<file path="src/rtl/mux5_2_reg.sv">
// Field-select mux: picks one WIDTH-bit field of a packed word by index, with a
// combinational result plus a registered copy. Out-of-range selects give zero.
module mux5_2_reg #(
    parameter int N_INPUTS = 5,
    parameter int WIDTH    = 2,
    parameter int SEL_W    = 3
) (
    input  logic                      clk,
    input  logic                      rst_n,
    input  logic [N_INPUTS*WIDTH-1:0] a,
    input  logic [SEL_W-1:0]          s,
    output logic [WIDTH-1:0]          y,
    output logic                      sel_invalid,
    output logic [WIDTH-1:0]          y_q,
    output logic                      sel_invalid_q
);

    logic [WIDTH-1:0] y_d;
    logic             sel_invalid_d;

    // Defaults cover every select not matched below, so s >= N_INPUTS yields zero.
    always_comb begin
        y_d           = '0;
        sel_invalid_d = 1'b1;
        for (int k = 0; k < N_INPUTS; k++) begin
            if (s == SEL_W'(k)) begin
                y_d           = a[k*WIDTH +: WIDTH];
                sel_invalid_d = 1'b0;
            end
        end
    end

    assign y           = y_d;
    assign sel_invalid = sel_invalid_d;

    always_ff @(posedge clk or negedge rst_n) begin
        if (!rst_n) begin
            y_q           <= '0;
            sel_invalid_q <= 1'b0;
        end else begin
            y_q           <= y_d;
            sel_invalid_q <= sel_invalid_d;
        end
    end

endmodule

</file>
<file path="config.mk">
export PLATFORM = sky130hd
export DESIGN_NAME = mux5_2_reg
export DESIGN_NICKNAME = d
export VERILOG_FILES = /design/src/rtl/mux5_2_reg.sv
export SDC_FILE = /design/constraint.sdc
export NUM_CORES = 1
export LEC_CHECK = 0
export CORE_AREA = 2 2 39 41
export DETAILED_ROUTE_END_ITERATION = 8
export DIE_AREA = 0 0 41 43
export GPL_TIMING_DRIVEN = 0
export SYNTH_ARGS = -nofsm -noshare
export SYNTH_HDL_FRONTEND = slang
export SYNTH_SLANG_ARGS = --single-unit
</file>
<file path="constraint.sdc">
create_clock -name clk -period 0.8 [get_ports clk]
set_input_delay 0.08 -clock clk [delete_from_list [all_inputs] [get_ports clk]]
set_output_delay 0.08 -clock clk [all_outputs]
set_load 0.005 [all_outputs]
</file>
# Yosys cells after proc, flatten, opt, wreduce, memory -nomap -nowiden
# Index checks and enable logic that the tools add are counted.
dict set report totals {
  word_cells 17
  input_bits 15
  register_bits 3
  out_inout_bits 6
}
dict set report op_classes {
  n_mux 10
  n_reduce_logical 1
  eq_ne 4
}
# op count
set op_table {}
lappend op_table {{2-bit 2-to-1 mux} 5}
lappend op_table {{3-bit by 2-bit equality test with 1-bit output (second input constant)} 2}
lappend op_table {{1-bit 2-to-1 mux} 5}
lappend op_table {{3-bit by 1-bit equality test with 1-bit output (second input constant)} 1}
lappend op_table {{3-bit equality test (second input constant)} 1}
lappend op_table {{3-bit logical NOT} 1}

# Longest topological paths before layout
dict set report logic_depth {
  ltp_word 6
  depth_mapped 3
  ltp_nobuf 3
}

# Worst setup path after synthesis
# OpenSTA, ideal clock, no wires.
dict set report synth_timing {
  path_kind {input-to-reg}
  from {input s[0]}
  to {register y_q[0]}
  path_slack_ns 0.006
  required_time_ns 0.674
  stages 3
  n_path_buf 0
  setup_ns 0.126
  arrival_ns 0.669
  path_cell_list {mux4_2 -> inv_1 -> o21ai_2}
}
dict set report synth_via {
  elab_chain_cells 6
  word_cells_on_any_way 10
  cone_classes {eq/ne: 4; mux: 5; reduce/logical: 1}
}
# element line_no
set synth_lines {}
lappend synth_lines {{start, declared} 11} ;# input logic [SEL_W-1:0] s,
lappend synth_lines {{3-bit logical NOT} 26} ;# if (s == SEL_W'(k)) begin
lappend synth_lines {{2-bit 2-to-1 mux (4 in a row)} 26}
lappend synth_lines {{2-bit 2-to-1 mux (*)} 26}
lappend synth_lines {{via y[0]} 12} ;# output logic [WIDTH-1:0] y,
lappend synth_lines {{end signal, assigned} 41} ;# y_q <= y_d;
lappend synth_lines {{end, declared} 14} ;# output logic [WIDTH-1:0] y_q,
# The timed path passes the listed nets; every way through them passes the cells marked *.

# Final worst setup path
dict set report layout_timing {
  from {input s[0]}
  to {output y[0]}
}
dict set report layout_via {
  elab_chain_cells 6
  word_cells_on_any_way 10
  cone_classes {eq/ne: 4; mux: 5; reduce/logical: 1}
}
# element line_no
set layout_lines {}
lappend layout_lines {{3-bit logical NOT} 26}
lappend layout_lines {{2-bit 2-to-1 mux (4 in a row)} 26}
lappend layout_lines {{2-bit 2-to-1 mux (*)} 26}
lappend layout_lines {{end, declared} 12}
# Every way passes the cells marked *; elsewhere a longest branch is shown, timed or not.

==> metrics.cfg <==
[outcome]
violations = setup timing
outcome = complete, but fails checks

[power_and_ir_drop]
p_sw_share_pct = 22.9
p_switching_w = 0.000132
p_leak_nw = 0.190
seqPwrFrac_pct = 29.0
ir_drop_mv = 0.357
power_frac_comb_pct = 25.1
powerDensity_nw_per_um2 = 1490
internal-power_w = 0.000444
clkPwrFrac_pct = 45.9

[layout]
area_growth_pct = 130
diodes = 0
fin_area_um2 = 385
nFillCells = 163
layout_commonest_cell = buf_2
multi_input_area_um2 = 98.8
seqCellArea_um2 = 75.1
finish.utilization_pct = 27.8
nets = 56
drive_above_1_share_pct = 62.5
final_cell_mix = buf_2, clkbuf_4, dfrtp_1

[sta]
setup_viol = 2
drv_slew = 0
hold_violations = 0
layout_setup_ws_ns = -0.172
hold_slack_ns = 0.0304
max_slew_margin_pct = 88.9
period_share_pct = 122
rsz0062_at_grt = true
tightest_slew_ns = 0.167
post-route-min-period_ns = 0.972
clock.fmax_mhz = 1030

[detailed_routing]
drt_iter0_drc = 0
via_per_inst = 3.91
routed_wl_um = 483
wl_per_cell_um = 8.63
dr.pass1.iters = 1
num_vias = 219
postRouteAntennaNets = 0
drcViolationCount = 0

[floorplanning]
die_w_um = 41
initial_core_util_pct = 12.1
core-area_um2 = 1380
die_area_um2 = 1760
die_h_um = 43
pin_count = 21
rows = 14

[synth]
ys_ff_latch = 3
synth.net_count = 29
synth_area_um2 = 168
ys_seq_area_share_pct = 44.8
synth_cell_types = 11
yosysWarnings = 0
syn_avg_cell_area_um2 = 12.0
synth_cells = 14

[run]
maxCapViolations = 0

[cts]
htree_levels = 1
clk_pin_slew_worst_paths_ns = 0.04
ctsHoldBuffers = 0
ctsLongestPathBuffers = 2
cts_root_buf = clkbuf_4
cts_buffers = 3
clkSinkCount = 3
cts_tree = built

[min_path]
min_path_type = in -> async

[grt]
grt_max_degree = 7
grt_pass1_vias = 222
grt_pass1_wl_um = 828
grt-ovfl-total = 0
groute.usage.overall_pct = 7.23
antenna_found_initial = 0

[critical_path]
worstPathMaxFanout = 4
cp.arrival_ns = 0.89
startpoint_type = input pin
cp.required_ns = 0.72
crit_type = in -> out
endpoint_kind = primary output

[place]
place_hpwl_um = 389
port_buffers = 20
place_area_um2 = 388
gp_congestion = 0.561

## worst max-delay path, stage by stage
cell and delay (ns):
buf_8 0.08, mux4_2 0.49, inv_2 0.07, o21ai_2 0.05, buf_2 0.12
## cells in the mapped netlist
| library cell | count | share of area, % |
|---|---|---|
| o21ai_2 | 1 | 5.2 |
| dfrtp_1 | 3 | 45 |
| nor3b_1 | 1 | 4.5 |
| inv_1 | 1 | 2.2 |
| nor2_1 | 1 | 2.2 |
| nor2b_1 | 1 | 3.7 |
| nor3_1 | 1 | 3.0 |
| mux2i_1 | 2 | 12 |
| mux4_2 | 1 | 13 |
| a311o_1 | 1 | 6.0 |
| nand3_1 | 1 | 3.0 |
## state kept, by name, summed over array words and instances, names as in the netlist
signal,count
y_q,2
sel_invalid_q,1
## kinds of logic (layout without fill, tap and decap cells)
kind of cell | Yosys count | count (layout) | synth area share (%)
buf+inv | 1 | 27 | 2.24
compound gates | 2 | 2 | 11.2
flops | 3 | 3 | 44.8
mux | 3 | 3 | 25.4
simple gates | 5 | 5 | 16.4
## power groups by stage
stage	combinational, W	clock (W)	sequential [W]
after floorplan	0.0000388	0	0.000172
after global placement	0.000171	0	0.000169
after detailed placement	0.000172	0	0.000170
after CTS	0.000139	0.000282	0.000167
after global routing	0.000162	0.000288	0.000168
final	0.000144	0.000264	0.000167
## worst paths after layout
| check | from | endpoint |
|---|---|---|
| max in group asynchronous | rst_n | sel_invalid_q |
| setup / recovery | s[0] | y[0] |
| min in group clk | s[2] | y_q[0] |
| hold / removal | rst_n | y_q[1] |
## layout make-up
| type | count | share of cell area (%) |
|---|---|---|
| repair buffers | 22 | 41.9 |
| inverters | 1 | 0.974 |
| well taps | 16 | 5.19 |
| clock buffers | 4 | 6.82 |
| multi-input cells | 10 | 25.6 |
| flip-flops and latches | 3 | 19.5 |
## through the flow
step	setup WS [ns]	power [W]	setup TNS [ns]	std cells
final	-0.172	0.000576	-0.320	56
after global routing	-0.225	0.000618	-0.455	56
after CTS	-0.191	0.000589	-0.467	55
after detailed placement	-1.05	0.000341	-4.60	50
after global placement	-1.05	0.000340	-4.57	50
after floorplan	0.00576	0.000211	0	14
## routing by layer
metal | vias up | share of wire [%] | global-route usage, %
met3 | 0 | 14 | 1.57
met4 | 0 | 0 | 8.00
met5 | - | 0 | 0
met1 | 96 | 37 | 9.00
met2 | 16 | 48 | 9.06
li1 | 107 | - | -
## what timing repair did
item | CTS | global route
pin swaps | 4 | 2
resized for setup | 57 | 5
buffers inserted | 1 | 1
setup endpoints to repair | 8 | 5
Power figures use the tool's default switching activity.
